### src/rtl/fmult_accum_seq.sv
// Time-multiplexed G.726 FMULT/ACCUM engine: walks NTAPS coefficient/signal pairs
// through one shared float multiplier and accumulates SEZ and SE once per sample.
module fmult_accum_seq #(
   parameter int unsigned NTAPS = 8,
   parameter int unsigned NZ    = 6,
   parameter int unsigned IDX_W = 3
) (
   input  logic             clk,
   input  logic             reset,
   input  logic             scan_in0,
   input  logic             scan_in1,
   input  logic             scan_in2,
   input  logic             scan_in3,
   input  logic             scan_in4,
   input  logic             scan_enable,
   input  logic             test_mode,
   output logic             scan_out0,
   output logic             scan_out1,
   output logic             scan_out2,
   output logic             scan_out3,
   output logic             scan_out4,
   input  logic             start,
   output logic [IDX_W-1:0] tap_idx,
   input  logic [15:0]      coef_in,
   input  logic [10:0]      sig_in,
   output logic [15:0]      wterm,
   output logic             wterm_valid,
   output logic             busy,
   output logic             done,
   output logic [14:0]      sez,
   output logic [14:0]      se
);

   localparam int unsigned ACC_W = 16;
   localparam int unsigned OUT_W = 15;
   localparam int unsigned MAG_W = 13;

   typedef enum logic [1:0] {S_IDLE, S_FETCH, S_DRAIN, S_DONE} state_t;

   state_t             state_q, state_d;
   logic [IDX_W-1:0]   tap_idx_q, tap_idx_d;
   logic               fetch_vld_q, fetch_vld_d;
   logic [IDX_W-1:0]   fetch_idx_q, fetch_idx_d;
   logic [ACC_W-1:0]   wterm_q, wterm_d;
   logic               wvld_q, wvld_d;
   logic [IDX_W-1:0]   widx_q, widx_d;
   logic [ACC_W-1:0]   acc_q, acc_d;
   logic [ACC_W-1:0]   snap_q, snap_d;
   logic               busy_q, busy_d;
   logic               done_q, done_d;
   logic               drain_q, drain_d;
   logic [OUT_W-1:0]   sez_q, sez_d;
   logic [OUT_W-1:0]   se_q, se_d;

   // Scan ports are placeholders until DFT insertion stitches the chains.
   logic dft_unused;
   assign dft_unused = ^{scan_in0, scan_in1, scan_in2, scan_in3, scan_in4,
                         scan_enable, test_mode};
   assign scan_out0 = 1'b0;
   assign scan_out1 = 1'b0;
   assign scan_out2 = 1'b0;
   assign scan_out3 = 1'b0;
   assign scan_out4 = 1'b0;

   logic [MAG_W-1:0] mag_c;
   logic [3:0]       aexp_c;
   logic [5:0]       amant_c;
   logic [11:0]      wmant_c;
   logic [4:0]       wexp_c;
   logic [16:0]      m_c;
   logic [14:0]      wmag_c;
   logic [15:0]      prod_c;

   // Shared floating-point multiplier on the fetched coefficient/signal pair.
   always_comb begin
      mag_c = coef_in[15] ? MAG_W'(13'd0 - 13'(coef_in >> 2)) : MAG_W'(coef_in >> 2);
      aexp_c = 4'd0;
      for (int i = 0; i < int'(MAG_W); i++) begin
         if (mag_c[i]) aexp_c = 4'(i + 1);
      end
      amant_c = (mag_c == '0) ? 6'h20 : 6'({mag_c, 6'b0} >> aexp_c);
      wmant_c = 12'(amant_c) * 12'(sig_in[5:0]) + 12'h030;
      wexp_c  = 5'(aexp_c) + 5'(sig_in[9:6]);
      m_c     = 17'(wmant_c >> 4) << 7;
      if (wexp_c <= 5'd26) wmag_c = 15'(m_c >> (5'd26 - wexp_c));
      else                 wmag_c = 15'(m_c << (wexp_c - 5'd26));
      prod_c = (coef_in[15] ^ sig_in[10]) ? 16'(16'd0 - 16'(wmag_c)) : 16'(wmag_c);
   end

   // Next-state, pipeline and accumulator logic.
   always_comb begin
      state_d     = state_q;
      tap_idx_d   = tap_idx_q;
      busy_d      = busy_q;
      done_d      = 1'b0;
      drain_d     = drain_q;
      sez_d       = sez_q;
      se_d        = se_q;
      fetch_vld_d = (state_q == S_FETCH);
      fetch_idx_d = tap_idx_q;
      wvld_d      = fetch_vld_q;
      wterm_d     = fetch_vld_q ? prod_c : wterm_q;
      widx_d      = fetch_vld_q ? fetch_idx_q : widx_q;
      acc_d       = acc_q;
      snap_d      = snap_q;

      if (wvld_q) begin
         acc_d = acc_q + wterm_q;
         if (widx_q == IDX_W'(NZ - 1)) snap_d = acc_d;
      end

      case (state_q)
         S_IDLE: begin
            if (start) begin
               state_d   = S_FETCH;
               tap_idx_d = '0;
               busy_d    = 1'b1;
               acc_d     = '0;
               snap_d    = '0;
            end
         end
         S_FETCH: begin
            if (tap_idx_q == IDX_W'(NTAPS - 1)) begin
               state_d = S_DRAIN;
               drain_d = 1'b0;
            end else begin
               tap_idx_d = tap_idx_q + IDX_W'(1);
            end
         end
         S_DRAIN: begin
            drain_d = 1'b1;
            // Second drain cycle: the last product is being added right now.
            if (drain_q) begin
               state_d = S_DONE;
               busy_d  = 1'b0;
               done_d  = 1'b1;
               sez_d   = snap_d[15:1];
               se_d    = acc_d[15:1];
            end
         end
         S_DONE: state_d = S_IDLE;
         default: state_d = S_IDLE;
      endcase
   end

   always_ff @(posedge clk or negedge reset) begin
      if (!reset) begin
         state_q     <= S_IDLE;
         tap_idx_q   <= '0;
         fetch_vld_q <= 1'b0;
         fetch_idx_q <= '0;
         wterm_q     <= '0;
         wvld_q      <= 1'b0;
         widx_q      <= '0;
         acc_q       <= '0;
         snap_q      <= '0;
         busy_q      <= 1'b0;
         done_q      <= 1'b0;
         drain_q     <= 1'b0;
         sez_q       <= '0;
         se_q        <= '0;
      end else begin
         state_q     <= state_d;
         tap_idx_q   <= tap_idx_d;
         fetch_vld_q <= fetch_vld_d;
         fetch_idx_q <= fetch_idx_d;
         wterm_q     <= wterm_d;
         wvld_q      <= wvld_d;
         widx_q      <= widx_d;
         acc_q       <= acc_d;
         snap_q      <= snap_d;
         busy_q      <= busy_d;
         done_q      <= done_d;
         drain_q     <= drain_d;
         sez_q       <= sez_d;
         se_q        <= se_d;
      end
   end

   assign tap_idx     = tap_idx_q;
   assign wterm       = wterm_q;
   assign wterm_valid = wvld_q;
   assign busy        = busy_q;
   assign done        = done_q;
   assign sez         = sez_q;
   assign se          = se_q;

endmodule
### config.mk
export PLATFORM = sky130hd
export DESIGN_NAME = fmult_accum_seq
export DESIGN_NICKNAME = d
export VERILOG_FILES = /design/src/rtl/fmult_accum_seq.sv
export SDC_FILE = /design/constraint.sdc
export NUM_CORES = 1
export LEC_CHECK = 0
export CELL_PAD_IN_SITES_DETAIL_PLACEMENT = 1
export CELL_PAD_IN_SITES_GLOBAL_PLACEMENT = 2
export CORE_MARGIN = 1
export CORE_UTILIZATION = 39
export CTS_BUF_LIST = sky130_fd_sc_hd__clkbuf_8
export CTS_CLUSTER_DIAMETER = 60
export CTS_CLUSTER_SIZE = 20
export DETAILED_ROUTE_END_ITERATION = 10
export PLACE_DENSITY_LB_ADDON = 0.1
export SYNTH_ARGS = -nofsm -noshare
export SYNTH_HDL_FRONTEND = slang
export SYNTH_SLANG_ARGS = --single-unit
### constraint.sdc
create_clock -name clk -period 5.4 [get_ports clk]
set_input_delay 1.08 -clock clk [delete_from_list [all_inputs] [get_ports clk]]
set_output_delay 1.08 -clock clk [all_outputs]
set_load 0.05 [all_outputs]
After elaboration in Yosys (flattened, before gate mapping)
Index checks and enable logic that the tools add are counted.
{ "op_classes": {"n_mul": 1, "bitwise": 1, "n_eq_ne": 9, "n_shift": 3, "reduce_logical": 10, "n_addsub": 8, "order_cmp": 1, "n_mux": 38} }
{ "ops": {"columns": ["operator", "n"], "rows": [
  ["2-to-1 mux 16 bit", 8],
  ["2-to-1 mux 4 bit", 7],
  [">> shifter 19 x 4 -> 6 bit", 1],
  ["adder 16 bit", 1],
  ["subtractor 1 x 15 -> 16 bit (first input constant)", 1],
  ["2-to-1 mux 15 bit", 1],
  ["2-to-1 mux 3 bit", 5],
  ["<< shifter 15 x 5 -> 15 bit", 1],
  [">> shifter 15 x 5 -> 15 bit", 1],
  ["logical NOT 13 bit", 1],
  ["2-to-1 mux 13 bit", 1],
  ["subtractor 1 x 13 -> 13 bit (first input constant)", 1],
  ["adder 12 x 6 -> 12 bit (second input constant)", 1],
  ["multiplier 6 x 6 -> 12 bit", 1],
  ["2-to-1 mux 2 bit", 5],
  ["AND reduction 3 bit", 3],
  ["case mux 2 bit (4 select lines)", 1],
  ["equality test 3 bit (second input constant)", 2],
  ["2-to-1 mux 1 bit", 6],
  ["2-to-1 mux 6 bit", 1],
  ["!= test 2 bit (second input constant)", 3],
  ["case mux 3 bit (2 select lines)", 1],
  ["nonzero test 2 bit", 3],
  ["adder 4 x 4 -> 5 bit", 1],
  ["11 further kinds", 14]
]} }
{ "word_totals": {"output_inout_bits": 57, "input_bits": 37, "wordCells": 85, "register_bits": 94} }

Logic depth before layout (Yosys ltp)
Gate-level depths: netlist of run 1.
{ "depth": {"depth_word": 23, "ltp_mapped": 36, "mapped_depth_nobuf": 34} }

Least setup slack after synthesis of run 1
Ideal clock, no wire load.
{ "synth_path": {"path_kind": "input -> register", "startpoint": "in coef_in[2]", "endpoint": "reg wterm_q[13], in the netlist wterm[13]", "stages": 32, "arrival_time_ns": 9.128, "setup_slack_ns": -3.798, "n_path_buf": 2, "setup_time_ns": 0.069, "required_ns": 5.331, "path_cell_list": "inv_1 -> ha_1 -> nand2b_1 -> o31ai_2 -> a21oi_1 -> nor4_2 -> and4b_1 -> buf_2 -> or2_1 -> buf_6 -> mux2i_1 -> and2_1 -> o31a_4 -> and2_1 -> fa_1 -> inv_1 -> fa_1 -> fa_1 -> inv_1 -> fa_1 -> inv_1 -> fa_1 -> nand2b_1 -> a21o_1 -> a211oi_1 -> mux2i_1 -> a21oi_2 -> o221ai_1 -> nor4b_2 -> nand3_1 -> or4_1 -> nand3_1"} }
{ "synth_between": {"elab_chain_cells": 23, "word_cells_on_any_way": 29, "classes_between": "6 x add/sub; 1 x mul; 1 x order compare; 3 x shift; 17 x mux; 1 x reduce/logical"} }
{ "synth_rtl": {"columns": ["item", "line_no", "text"], "rows": [
  ["start, declared", "24", "input logic [15:0] coef_in,"],
  ["subtractor 1 x 13 -> 13 bit", "76", "mag_c = coef_in[15] ? MAG_W'(13'd0 - 13'(coef_in >> 2)) : MAG_W'(coef_in >> 2);"],
  ["2-to-1 mux 13 bit (*)", "76", null],
  ["2-to-1 mux 1 bit", "79", "if (mag_c[i]) aexp_c = 4'(i + 1);"],
  ["2-to-1 mux 2 bit (2 in a row)", "79", null],
  ["2-to-1 mux 3 bit (3 in a row)", "79", null],
  ["2-to-1 mux 4 bit (7 in a row)", "79", null],
  [">> shifter 19 x 4 -> 6 bit", "81", "amant_c = (mag_c == '0) ? 6'h20 : 6'({mag_c, 6'b0} >> aexp_c);"],
  ["2-to-1 mux 6 bit", "81", null],
  ["multiplier 6 x 6 -> 12 bit", "82", "wmant_c = 12'(amant_c) * 12'(sig_in[5:0]) + 12'h030;"],
  ["adder 12 x 6 -> 12 bit", "82", null],
  ["<< shifter 15 x 5 -> 15 bit / >> shifter 15 x 5 -> 15 bit (equally long branches)", "86, 85", null],
  ["2-to-1 mux 15 bit (*)", "85", "if (wexp_c <= 5'd26) wmag_c = 15'(m_c >> (5'd26 - wexp_c));"],
  ["subtractor 1 x 15 -> 16 bit", "87", "prod_c = (coef_in[15] ^ sig_in[10]) ? 16'(16'd0 - 16'(wmag_c)) : 16'(wmag_c);"],
  ["2-to-1 mux 16 bit (*)", "87", null],
  ["end signal, assigned", "167", "wterm_q <= wterm_d;"],
  ["end, declared", "44", "logic [ACC_W-1:0] wterm_q, wterm_d;"]
]} }
Mark *: on every way between the ends. The rest lies on a longest branch, timed or not.
A chain may end at the register's enable or synchronous reset.

Worst setup path after layout of run 1
{ "layout_path": {"startpoint": "in coef_in[4]", "endpoint": "reg wterm_q[10], in the netlist wterm[10]"} }
{ "layout_between": {"elab_chain_cells": 21, "word_cells_on_any_way": 27, "classes_between": "6 x add/sub; 1 x mul; 1 x order compare; 3 x shift; 15 x mux; 1 x reduce/logical"} }
{ "layout_rtl": {"columns": ["item", "line_no"], "rows": [
  ["subtractor 1 x 13 -> 13 bit", "76"],
  ["2-to-1 mux 13 bit (*)", "76"],
  ["2-to-1 mux 2 bit", "79"],
  ["2-to-1 mux 3 bit (3 in a row)", "79"],
  ["2-to-1 mux 4 bit (7 in a row)", "79"],
  [">> shifter 19 x 4 -> 6 bit", "81"],
  ["2-to-1 mux 6 bit", "81"],
  ["multiplier 6 x 6 -> 12 bit", "82"],
  ["adder 12 x 6 -> 12 bit", "82"],
  ["<< shifter 15 x 5 -> 15 bit / >> shifter 15 x 5 -> 15 bit (equally long branches)", "86, 85"],
  ["2-to-1 mux 15 bit (*)", "85"],
  ["subtractor 1 x 15 -> 16 bit", "87"],
  ["2-to-1 mux 16 bit (*)", "87"]
]} }
Marks and branches as above.

==> results_dict.tcl, run 1 <==
set metrics [dict create \
    syn-cell-area_sq_mm 0.00816 \
    pwr-share-comb 0.817 \
    path_clk_slew_ps 100 \
    syn_area_per_cell_sq_um 8.95 \
    dr_wl_met2_um 13800 \
    drt_iter0_drc 289 \
    status "finished with violations" \
    max_freq_mhz 116 \
    grt_pass1_vias 8730 \
    ys_seq_area_frac 0.285 \
    die_area_sq_mm 0.0215 \
    hold_violations 0 \
    wl_per_cell_um 18.8 \
    tightest_slew_ps 1180 \
    relSlewSlack 0.215 \
    grt_pass1_wl_um 45300 \
    met1_length_um 12700 \
    hold_ws_ps 486 \
    fin_crit_sh 1.60 \
    drive_above_1_share 0.343 \
    fin_crit_ps 8620 \
    power.switching_mw 4.28 \
    synthDistinctLibCells 101 \
    max_stage_delay_ps 580 \
    yosys_warnings 0 \
    cp-start-kind "input pin" \
    path_max_fanout 7 \
    critical_path_buf_inv_count 9 \
    insertion_delay_ps 370 \
    ctsHoldBuffers 0 \
    fp-row-count 52 \
    postRouteAntennaNets 0 \
    critPathSlowestCell "or4b_4" \
    pwr-share-clk 0.056 \
    routed.top_layer "met4" \
    final_cell_mix "buf_4, dfrtp_1, nand2_1, nor2_1, clkdlybuf4s50_1" \
    clockRootBuffer "clkbuf_8" \
    initial_core_util 0.401 \
    place_congestion 0.972 \
    tritoncts "yes" \
    synthToLayoutAreaGrowth_pct 45.5 \
    die_x_um 147 \
    wirelength_um 27800 \
    ys.flop_type "dfrtp_1" \
    drc_errors 0 \
    io_pins 94 \
    clock_path_buffers 2 \
    worstPathRequired_ps 5650 \
    finalWorstSetupSlack_ps -3220 \
    total_power_mw 8.87 \
    swShare 0.483 \
    vias_per_cell 5.44 \
    synth_enable_flop_cells 0 \
    ir_drop_mv 0.677 \
    p_leak_nw 5.55 \
    violations "negative setup slack" \
    cts-buffers-inserted 9 \
    core_area_sq_mm 0.0204 \
    maxCapViolCount 0 \
    seqPwrFrac 0.127 \
    synthCells 911 \
    worst_clock_skew_ps 15.5 \
    chipHeight_um 147 \
    critPathLaunch "coef_in[4]" \
    pre_cts_ws_ps -4160 \
    path_class "input pin to flop" \
    cts_sinks 93 \
    firstDrtPassIters 4 \
    grt_usage 0.260 \
    async_flop_share 1.00 \
    worstHoldStart "se[4]$_DFFE_PN0P_" \
    endpoint_kind "flop" \
    setup_violations 16 \
    grt_max_degree 54 \
    crit_family "adder cells" \
    grt_overflow 0 \
    final_max_slew_viol_count 0 \
    r2r_start "wterm[0]$_DFFE_PN0P_" \
    powerDensity_mw_per_mm2 747 \
    final_common_cell "buf_4" \
    synth-seq-cells 93 \
    wl_met3_um 761 \
    diodes 0 \
    arrival_ps 8870 \
    cts_htree_levels 3 \
    vias 8030 \
    hpwlAfterDp_um 20600 \
    fin_nets 1311 \
    rsz0062_at_grt "true" \
    p_int_mw 4.59 \
    grt_antenna_before_repair 0 \
    hp-class "flop to flop" \
    port_buffers 79 \
]
==> metrics by stage <==
step | cells | TNS, ps | utilization | instance area (sq um)
after floorplan | 915 | -48770 | - | 8360
after global placement | 1407 | -60630 | 0.524 | 10700
after detailed placement | 1407 | -63770 | 0.524 | 10700
after CTS | 1459 | -47920 | 0.568 | 11600
after global routing | 1475 | -53920 | 0.583 | 11900
final | 1475 | -50220 | 0.583 | 11900
==> flip-flops by register name, summed over array words and instances (netlist names) <==
register / flops
done: 1
busy: 1
acc_q: 16
sez: 15
widx_q: 3
drain_q: 1
wterm_valid: 1
wterm: 16
se: 15
fetch_vld_q: 1
fetch_idx_q: 3
tap_idx: 3
snap_q: 15
state_q: 2
==> kinds of logic (layout without fill, tap and decap cells) <==
group,count (synthesis),in the layout,share of synthesized area
and+or+nand+nor,299,299,0.183
buffers and inverters,100,390,0.0523
AOI/OAI and AO/OA,238,238,0.210
DFF,93,93,0.285
adders and majority gates,74,74,0.132
muxes,58,58,0.0827
other,1,5,0.000460
xor gates and xnor gates,48,48,0.0543
==> path summary, 6_finish.rpt <==
path                       depth (start not counted)                     end  slack [ps]
setup / recovery                                  33   wterm[10]$_DFFE_PN0P_       -3220
hold / removal                                     2       se[4]$_DFFE_PN0P_         490
setup reg to reg                                  12      se[13]$_DFFE_PN0P_        1750
hold reg to reg                                    2       se[4]$_DFFE_PN0P_         490
max in group asynchronous                          2  tap_idx[2]$_DFFE_PN0P_        3650
min in group asynchronous                          1      sez[0]$_DFFE_PN0P_         730
==> what timing repair did <==
action	4_1_cts	5_1_grt
cloned	1	0
buffers inserted	36	16
gates resized for setup	124	38
endpoints found under the setup margin	16	16
endpoints found under the hold margin	0	0
pin swaps	60	51
==> Yosys cell counts, types with 18 or more instances <==
master    instances  area (sq um)
nor2b_1          18           113
ha_1             54           676
clkbuf_1         26          97.6
fa_1             20           400
nand3_1          18          90.1
xor2_1           20           175
xnor2_1          26           228
nand2_1          83           312
inv_1            52           195
o21ai_0          54           270
dfrtp_1          93          2330
a31oi_1          18           113
mux2i_1          37           370
a21oi_1          36           180
nor2_1           81           304
==> worst reg2reg max path, stage by stage (launching register included) <==
cell       delay (ps)
dfrtp_1           420
ha_1              260
fa_1              430
a21o_1            190
a21oi_1           220
o21bai_1          120
a2111oi_0         600
o41a_1            320
o21ai_0           210
a31oi_1           300
xnor2_1           200
nand2_1           120
a31oi_1           200
==> per-layer routing <==
metal	up-vias	track usage
li1	3851	-
met1	3985	0.349
met3	48	0.0263
met4	0	0.0625
met5	-	0
met2	146	0.447
==> power groups by stage <==
| stage | clock (mW) | sequential (mW) | combinational (mW) |
|---|---|---|---|
| 2_1_floorplan | 0 | 1.53 | 3.32 |
| 3_3_place_gp | 0 | 1.12 | 5.74 |
| 3_5_place_dp | 0 | 1.14 | 5.95 |
| 4_1_cts | 0.511 | 1.13 | 6.70 |
| 5_1_grt | 0.533 | 1.16 | 7.80 |
| 6_report | 0.494 | 1.13 | 7.24 |
==> cell type report <==
class / count / area, sq um
fillers: 2321 / 8490
multi-input cells: 722 / 6120
repair buffers: 315 / 2650
flip-flops and latches: 93 / 2330
well taps: 270 / 338
inverters: 59 / 229
clock buffers: 10 / 138
clock inverters: 6 / 75.1
Power figures use the tool's default switching activity.
==> inputs of run 2 (changes only) <==
Settings changed: ABC_CLOCK_PERIOD_IN_PS from default to 5400.
==> results of run 2 <==
The final DEF is identical to that of run 1; final timing and power are the same.
==> inputs of run 3 (changes only) <==
Settings changed: CAP_MARGIN from default to 0.
==> results of run 3 <==
The final DEF is identical to that of run 1; final timing and power are the same.
